`src/rtl/vc_fifo_bank.sv`:
```
// Virtual-channel input buffer: four independent first-word-fall-through FIFOs
// addressed by push_vc on the write side and by a per-VC pop mask on the read side.
module vc_fifo_bank #(
    parameter int DATA_W    = 4,
    parameter int DEPTH     = 4,
    parameter int AF_THRESH = 3,
    parameter int AE_THRESH = 1
) (
    input  logic              clk,
    input  logic              rst,
    input  logic              enb,
    input  logic              push,
    input  logic [1:0]        push_vc,
    input  logic [DATA_W-1:0] push_data,
    input  logic [3:0]        pop,
    output logic [DATA_W-1:0] vc_data0,
    output logic [DATA_W-1:0] vc_data1,
    output logic [DATA_W-1:0] vc_data2,
    output logic [DATA_W-1:0] vc_data3,
    output logic [3:0]        empty,
    output logic [3:0]        full,
    output logic [3:0]        almost_full,
    output logic [3:0]        almost_empty,
    output logic              overflow_err,
    output logic              underflow_err
);

    localparam int NUM_VC = 4;
    localparam int AW     = $clog2(DEPTH);
    localparam int PW     = AW + 1;

    logic [DATA_W-1:0] head [NUM_VC];
    logic [NUM_VC-1:0] ovf_hit;
    logic [NUM_VC-1:0] udf_hit;

    logic overflow_err_q, overflow_err_d;
    logic underflow_err_q, underflow_err_d;

    generate
        for (genvar gi = 0; gi < NUM_VC; gi++) begin : g_vc
            logic [PW-1:0]     wr_ptr_q, wr_ptr_d;
            logic [PW-1:0]     rd_ptr_q, rd_ptr_d;
            logic [PW-1:0]     count;
            logic [DATA_W-1:0] mem_q [DEPTH];
            logic              push_req, pop_req;
            logic              push_ok, pop_ok;
            logic              is_empty, is_full;

            assign count    = wr_ptr_q - rd_ptr_q;
            assign is_empty = (wr_ptr_q == rd_ptr_q);
            assign is_full  = (wr_ptr_q[AW] != rd_ptr_q[AW]) &&
                              (wr_ptr_q[AW-1:0] == rd_ptr_q[AW-1:0]);

            // A pop on a full VC frees the slot the same-cycle push lands in.
            always_comb begin
                push_req = enb && push && (push_vc == 2'(gi));
                pop_req  = enb && pop[gi];
                pop_ok   = pop_req && !is_empty;
                push_ok  = push_req && (!is_full || pop_req);
                wr_ptr_d = wr_ptr_q + {{AW{1'b0}}, push_ok};
                rd_ptr_d = rd_ptr_q + {{AW{1'b0}}, pop_ok};
            end

            assign ovf_hit[gi] = push_req && is_full && !pop_req;
            assign udf_hit[gi] = pop_req && is_empty;

            always_ff @(posedge clk) begin
                if (rst) begin
                    wr_ptr_q <= '0;
                    rd_ptr_q <= '0;
                end else begin
                    wr_ptr_q <= wr_ptr_d;
                    rd_ptr_q <= rd_ptr_d;
                end
            end

            // Storage carries no reset; the pointers alone define validity.
            always_ff @(posedge clk) begin
                if (push_ok && !rst) begin
                    mem_q[wr_ptr_q[AW-1:0]] <= push_data;
                end
            end

            assign head[gi]         = is_empty ? '0 : mem_q[rd_ptr_q[AW-1:0]];
            assign empty[gi]        = is_empty;
            assign full[gi]         = is_full;
            assign almost_full[gi]  = (count >= PW'(AF_THRESH));
            assign almost_empty[gi] = (count <= PW'(AE_THRESH));
        end
    endgenerate

    always_comb begin
        overflow_err_d  = overflow_err_q  || (|ovf_hit);
        underflow_err_d = underflow_err_q || (|udf_hit);
    end

    always_ff @(posedge clk) begin
        if (rst) begin
            overflow_err_q  <= 1'b0;
            underflow_err_q <= 1'b0;
        end else begin
            overflow_err_q  <= overflow_err_d;
            underflow_err_q <= underflow_err_d;
        end
    end

    assign vc_data0      = head[0];
    assign vc_data1      = head[1];
    assign vc_data2      = head[2];
    assign vc_data3      = head[3];
    assign overflow_err  = overflow_err_q;
    assign underflow_err = underflow_err_q;

endmodule

```
`config.mk`:
```
export PLATFORM = sky130hd
export DESIGN_NAME = vc_fifo_bank
export DESIGN_NICKNAME = d
export VERILOG_FILES = /design/src/rtl/vc_fifo_bank.sv
export SDC_FILE = /design/constraint.sdc
export NUM_CORES = 1
export LEC_CHECK = 0
export CAP_MARGIN = 20
export CELL_PAD_IN_SITES_DETAIL_PLACEMENT = 1
export CELL_PAD_IN_SITES_GLOBAL_PLACEMENT = 1
export CORE_MARGIN = 2
export CORE_UTILIZATION = 48
export CTS_BUF_LIST = sky130_fd_sc_hd__clkbuf_8
export CTS_CLUSTER_DIAMETER = 40
export DETAILED_ROUTE_END_ITERATION = 10
export GPL_TIMING_DRIVEN = 0
export PLACE_DENSITY = 0.89
export SLEW_MARGIN = 15
export SYNTH_ARGS = -nofsm -noshare
export SYNTH_HDL_FRONTEND = slang
export SYNTH_SLANG_ARGS = --single-unit
```
`constraint.sdc`:
```
create_clock -name clk -period 2.7 [get_ports clk]
set_input_delay 0.54 -clock clk [delete_from_list [all_inputs] [get_ports clk]]
set_output_delay 0.54 -clock clk [all_outputs]
set_load 0.005 [all_outputs]
```
After elaboration in Yosys (flattened, before gate mapping)
Memory sizes are Yosys's and may differ from the RTL's. A register that Yosys moved wholly into a read port is not among the register bits.
Index checks and enable logic that the tools add are counted.
{"block": "word_totals", "reg_bits": 26, "ramBits": 64, "in_bits": 14, "output_inout_bits": 34, "n_memories": 4}
{"memory": "g_vc[0].mem_q", "depth": 4, "width": 4, "rd": 1, "rd_ports_with_merged_regs": 1, "write_ports": 1, "line_no": "44", "rtl": "logic [DATA_W-1:0] mem_q [DEPTH];"}
{"memory": "g_vc[1].mem_q", "depth": 4, "width": 4, "rd": 1, "rd_ports_with_merged_regs": 1, "write_ports": 1, "line_no": "44"}
{"memory": "g_vc[2].mem_q", "depth": 4, "width": 4, "rd": 1, "rd_ports_with_merged_regs": 1, "write_ports": 1, "line_no": "44"}
{"memory": "g_vc[3].mem_q", "depth": 4, "width": 4, "rd": 1, "rd_ports_with_merged_regs": 1, "write_ports": 1, "line_no": "44"}
{"block": "op_classes", "add_sub_neg": 12, "magnitude_cmp": 8, "n_eq_ne": 15, "n_mux": 16, "reduce_logical": 59}
{"cell": "logical AND 1 bit", "n": 37}
{"cell": "adder 3 x 1 -> 3 bit", "n": 8}
{"cell": "two-way mux 4 bit", "n": 4}
{"cell": "zero test 1 bit", "n": 13}
{"cell": "equality test 3 bit", "n": 4}
{"cell": "greater-or-equal comparator 3 x 2 -> 1 bit, second input constant", "n": 4}
{"cell": "less-or-equal comparator 3 x 1 -> 1 bit, second input constant", "n": 4}
{"cell": "subtractor 3 bit", "n": 4}
{"cell": "equality test 2 bit", "n": 4}
{"cell": "two-way mux 1 bit", "n": 8}
{"cell": "two-way mux 2 bit", "n": 4}
{"cell": "OR reduction 4 bit", "n": 2}
{"cell": "logical OR 1 bit", "n": 6}
{"cell": "equality test 2 bit, second input constant", "n": 2}
{"cell": "inequality test 1 bit", "n": 4}
{"cell": "equality test 2 x 1 -> 1 bit, second input constant", "n": 1}
{"cell": "zero test 2 bit", "n": 1}

Longest topological paths before layout
{"block": "logic_depth", "word_depth": 8, "mapped_depth": 9, "depth_no_buf": 9}

Least setup slack after synthesis
Ideal clock, no wire load.
{"block": "synth_path", "path_kind": "register -> register", "startpoint": "reg g_vc[3].rd_ptr_q[1]", "endpoint": "reg g_vc[3].wr_ptr_q[1]", "setup_ns": 0.128, "arrival_ns": 1.954, "required_time_ns": 2.572, "path_slack_ns": 0.618, "stages_incl_launch_ff": 9, "path_buffers": 0, "synth_period_minus_slack_ns": 2.082, "path_cell_list": "dfxtp_1 > inv_1 > ha_1 > nand2_1 > o31ai_1 > nor2_1 > ha_1 > ha_1 > nor2b_1"}
{"block": "synth_via", "elab_chain_cells": 6}
{"item": "start: declaration", "line_no": "42", "rtl": "logic [PW-1:0] rd_ptr_q, rd_ptr_d;"}
{"item": "start signal: assignment", "line_no": "73", "rtl": "rd_ptr_q <= rd_ptr_d;"}
{"item": "equality test 2 bit", "line_no": "52", "rtl": "(wr_ptr_q[AW-1:0] == rd_ptr_q[AW-1:0]);"}
{"item": "logical AND 1 bit", "line_no": "51", "rtl": "assign is_full = (wr_ptr_q[AW] != rd_ptr_q[AW]) &&"}
{"item": "zero test 1 bit", "line_no": "59", "rtl": "push_ok = push_req && (!is_full || pop_req);"}
{"item": "logical OR 1 bit", "line_no": "59"}
{"item": "logical AND 1 bit", "line_no": "59"}
{"item": "adder 3 x 1 -> 3 bit", "line_no": "60", "rtl": "wr_ptr_d = wr_ptr_q + {{AW{1'b0}}, push_ok};"}
{"item": "net g_vc[3].wr_ptr_d[1]", "line_no": "41", "rtl": "logic [PW-1:0] wr_ptr_q, wr_ptr_d;"}
{"item": "end signal: assignment", "line_no": "72", "rtl": "wr_ptr_q <= wr_ptr_d;"}
{"item": "end: declaration", "line_no": "41"}
The timed path passes the listed nets, and every way through them passes these cells.
A chain may end at the register's enable or synchronous reset.

Worst setup path in the final report
{"block": "layout_path", "startpoint": "reg g_vc[2].wr_ptr_q[0]", "endpoint": "out almost_empty[2]"}
{"block": "layout_via", "elab_chain_cells": 2}
{"item": "start: declaration", "line_no": "41"}
{"item": "start signal: assignment", "line_no": "72"}
{"item": "subtractor 3 bit", "line_no": "49", "rtl": "assign count = wr_ptr_q - rd_ptr_q;"}
{"item": "less-or-equal comparator 3 x 1 -> 1 bit", "line_no": "88", "rtl": "assign almost_empty[gi] = (count <= PW'(AE_THRESH));"}
{"item": "end: declaration", "line_no": "23", "rtl": "output logic [3:0] almost_empty,"}
No other way between the ends.

==> impl_metrics.prom <==
# TYPE chip_impl_metric gauge
chip_impl_info{name="run_status",value="completed"} 1
chip_impl_metric{name="clock_sink_count",unit=""} 90
chip_impl_metric{name="average_routed_wire_per_standard_cell",unit="µm"} 21.3
chip_impl_metric{name="synth_area_per_cell",unit="µm²"} 13.8
chip_impl_metric{name="first_global_vias",unit=""} 2944
chip_impl_metric{name="drv_cap",unit=""} 0
chip_impl_info{name="synth_top_family_by_area",value="simple AND/OR/NAND/NOR gates"} 1
chip_impl_metric{name="required",unit="ns"} 2.16
chip_impl_metric{name="async_set_or_reset_register_ratio_after_synthesis",unit="%"} 0
chip_impl_metric{name="area_share_of_the_largest_cell_type_after_synthesis",unit="%"} 45.5
chip_impl_metric{name="post_synth_xor_xnor_area",unit="%"} 3.70
chip_impl_metric{name="floorplan_die_width",unit="µm"} 97.8
chip_impl_info{name="cts_tree",value="done"} 1
chip_impl_info{name="yosysMostFrequentCell",value="edfxtp_1"} 1
chip_impl_metric{name="clock_latency",unit="ns"} 0.36
chip_impl_metric{name="num_io_pins",unit=""} 48
chip_impl_metric{name="power_density",unit="nW/µm²"} 508
chip_impl_metric{name="numPortBuffers",unit=""} 45
chip_impl_metric{name="cts_made_buffers",unit=""} 9
chip_impl_metric{name="layout-drive-gt1-share",unit="%"} 24.5
chip_impl_info{name="worst_setup_path_end_kind",value="output port"} 1
chip_impl_metric{name="grt_overflow",unit=""} 0
chip_impl_metric{name="period_share",unit="%"} 99.5
chip_impl_metric{name="fmax",unit="MHz"} 372
chip_impl_metric{name="setup_viol",unit=""} 0
chip_impl_metric{name="detail_route.drc_violations",unit=""} 0
chip_impl_info{name="synth_top_cells_by_count",value="64 x edfxtp_1, 33 x nor2b_1, 26 x dfxtp_1, 26 x nor2_1, 24 x ha_1"} 1
chip_impl_metric{name="synth_compound_gate_area_share",unit="%"} 2.37
chip_impl_metric{name="design.die.area",unit="µm²"} 9570
chip_impl_metric{name="syn-num-nets",unit=""} 348
chip_impl_metric{name="drt-total-wl",unit="µm"} 10300
chip_impl_metric{name="min_period",unit="ns"} 2.69
chip_impl_metric{name="grt_first_pass_wirelength",unit="µm"} 15800
chip_impl_info{name="synth-main-ff-cell",value="edfxtp_1"} 1
chip_impl_metric{name="antenna_left",unit=""} 0
chip_impl_metric{name="seq_area_frac_synth",unit="%"} 57.8
chip_impl_metric{name="initial_antenna_violation_count",unit=""} 0
chip_impl_metric{name="drt-initial-drc-count",unit=""} 77
chip_impl_metric{name="grtUsageTotal",unit="%"} 22.0
chip_impl_metric{name="postCtsHoldBufs",unit=""} 0
chip_impl_info{name="critical_path_class",value="register to output port"} 1
chip_impl_metric{name="max-clock-path-buffers",unit=""} 2
chip_impl_metric{name="power_leakage",unit="nW"} 1.87
chip_impl_info{name="synthDominantAreaCellType",value="edfxtp_1"} 1
chip_impl_metric{name="syn2layout_area_growth",unit="%"} 24.1
chip_impl_metric{name="dpl_cell_area",unit="µm²"} 4810
chip_impl_metric{name="yosys-mux-area-fraction",unit="%"} 8.53
chip_impl_metric{name="vias",unit=""} 2671
chip_impl_metric{name="dp_hpwl",unit="µm"} 6880
chip_impl_metric{name="synth.yosys.warnings",unit=""} 0
chip_impl_metric{name="average_vias_per_placed_instance",unit=""} 5.52
chip_impl_metric{name="design_area",unit="µm²"} 5240
chip_impl_metric{name="start_util",unit="%"} 48.9
chip_impl_metric{name="gpl.final_weighted_congestion",unit=""} 0.807
chip_impl_metric{name="path_clk_slew",unit="ns"} 0.09
chip_impl_metric{name="post_synth_edffs",unit=""} 64
chip_impl_metric{name="worst_slack",unit="ns"} 0.0127
chip_impl_metric{name="netlist-cell-type-count",unit=""} 40
chip_impl_metric{name="postSynthRegisterBits",unit=""} 90
chip_impl_metric{name="final_core_utilization",unit="%"} 60.7
chip_impl_metric{name="syn-cell-area",unit="µm²"} 4220
chip_impl_metric{name="num_antenna_cells",unit=""} 0
chip_impl_metric{name="fin_nets",unit=""} 413
chip_impl_metric{name="finalHoldViolCount",unit=""} 0
chip_impl_metric{name="crit_fanout",unit=""} 4
chip_impl_metric{name="yosys.area_share.simple",unit="%"} 14.5
chip_impl_metric{name="cp_data_arrival_time",unit="ns"} 2.15
chip_impl_metric{name="core_region_area",unit="µm²"} 8640
chip_impl_metric{name="maximum_number_of_pins_on_one_net_before_global_route_repair",unit=""} 17
chip_impl_info{name="clockRootBuffer",value="clkbuf_8"} 1
chip_impl_metric{name="synthCells",unit=""} 306
chip_impl_metric{name="finClkSkew",unit="ns"} 0.0124
chip_impl_info{name="rsz0062_at_grt",value="yes"} 1
chip_impl_info{name="hp-class",value="register to register"} 1
chip_impl_metric{name="timing_worst_slew_pin_value",unit="ns"} 0.905
chip_impl_metric{name="rows",unit=""} 34
chip_impl_metric{name="final_max_slew_viol_count",unit=""} 0
chip_impl_metric{name="floorplan.die.height",unit="µm"} 97.8
chip_impl_metric{name="synth_fa_ha_area_share",unit="%"} 9.00
chip_impl_metric{name="deepest_level_of_the_cts_h_tree",unit=""} 3
chip_impl_metric{name="detailedPlace.worstSlack",unit="ns"} -0.303
chip_impl_metric{name="first_pass_iters",unit=""} 4
chip_impl_metric{name="max-vdd-ir-drop",unit="mV"} 0.364
chip_impl_metric{name="max_slew_headroom",unit="%"} 39.1
chip_impl_info{name="synth.top_cells.by_area",value="edfxtp_1 45%, dfxtp_1 12%, mux4_2 8.5%"} 1
chip_impl_info{name="start_kind",value="register"} 1
logic make-up after synthesis:
family,count (synthesis)
AND/OR/NAND/NOR,108
adder cells (fa/ha/maj),28
multiplexers,16
buffers and inverters,35
AO/OA/AOI/OAI,12
flip-flops,90
XOR/XNOR,17
layout by cell type, fill, tap and decap left out, types with 2 or more instances in the layout:
cell              n
edfxtp_1         64
clkdlybuf4s50_1  37
nor2b_1          32
nor2_1           25
ha_1             21
buf_4            17
mux4_2           16
inv_1            16
clkbuf_8         12
dfxtp_1          12
nand2_1          11
xnor2_1           9
dfxtp_4           9
and2_1            8
xnor2_2           7
nor4_1            6
dfxtp_2           5
dlygate4sd2_1     5
clkbuf_1          4
fa_2              4
and3_4            3
inv_2             3
nor3b_1           3
nor3_1            3
nor4b_1           3
clkbuf_2          3
dlymetal6s2s_1    3
nand2b_1          2
o21ai_1           2
and4_1            2
ha_4              2
registers in the layout, indices dropped and copies added (netlist names):
register and flops:
g_vc.wr_ptr_q 12, underflow_err 1, g_vc.rd_ptr_q 12, g_vc.mem_q 64, overflow_err 1
cell type report:
type | count | area, µm²
Clock inverter | 4 | 50.0
Fill cell | 830 | 3390
Timing Repair Buffer | 56 | 527
Tap cell | 108 | 135
Sequential cell | 90 | 2480
Multi-Input combinational cell | 181 | 1720
Buffer | 15 | 98.8
Clock buffer | 12 | 165
Inverter | 18 | 67.6
report_power, final:
group | internal, mW | switching, mW
Combinational | 0.102 | 0.104
Sequential | 1.48 | 0.00824
Clock | 0.503 | 0.471
through the flow:
stage | hold WS [ns] | power, mW | TNS [ns] | instances
2_1_floorplan | 0.456 | 1.61 | 0 | 306
3_3_place_gp | 0.475 | 1.71 | -4.56 | 459
5_1_grt | 0.495 | 2.75 | -0.138 | 484
6_report | 0.483 | 2.67 | 0 | 484
4_1_cts | 0.488 | 2.67 | 0 | 479
3_5_place_dp | 0.475 | 1.72 | -9.00 | 459
worst max-delay path, cell delays in order (launching register included):
cell and delay, ns:
dfxtp_4 0.37, inv_2 0.09, ha_2 0.20, inv_1 0.07
fa_2 0.54, inv_1 0.10, and2_1 0.16, dlygate4sd2_1 0.26
metal layers:
| layer | vias to the layer above | part of all wire, % | GRT usage (%) | routed length [µm] |
|---|---|---|---|---|
| met5 | - | 0 | 0 | 0 |
| met4 | 0 | 2.6 | 6.73 | 270 |
| met3 | 19 | 3.1 | 5.08 | 323 |
| met2 | 61 | 55 | 41.1 | 5650 |
| met1 | 1369 | 39 | 25.0 | 4070 |
| li1 | 1222 | - | - | - |
final timing paths:
path,end,depth (start not counted),slack (ns),start
worst min-delay path,underflow_err,2,0.48,underflow_err
worst min register to register,underflow_err,2,0.48,underflow_err
worst max-delay path,almost_empty[2],7,0.01,g_vc[2].wr_ptr_q[0]
worst max register to register,g_vc[3].wr_ptr_q[1],8,0.20,g_vc[3].rd_ptr_q[1]
what timing repair did:
| item | CTS | global route |
|---|---|---|
| pin swaps | 7 | 1 |
| resized for setup | 41 | 18 |
| buffers inserted | 6 | 2 |
| setup endpoints to repair | 34 | 23 |
No activity file was read; power rests on OpenSTA's default activity.
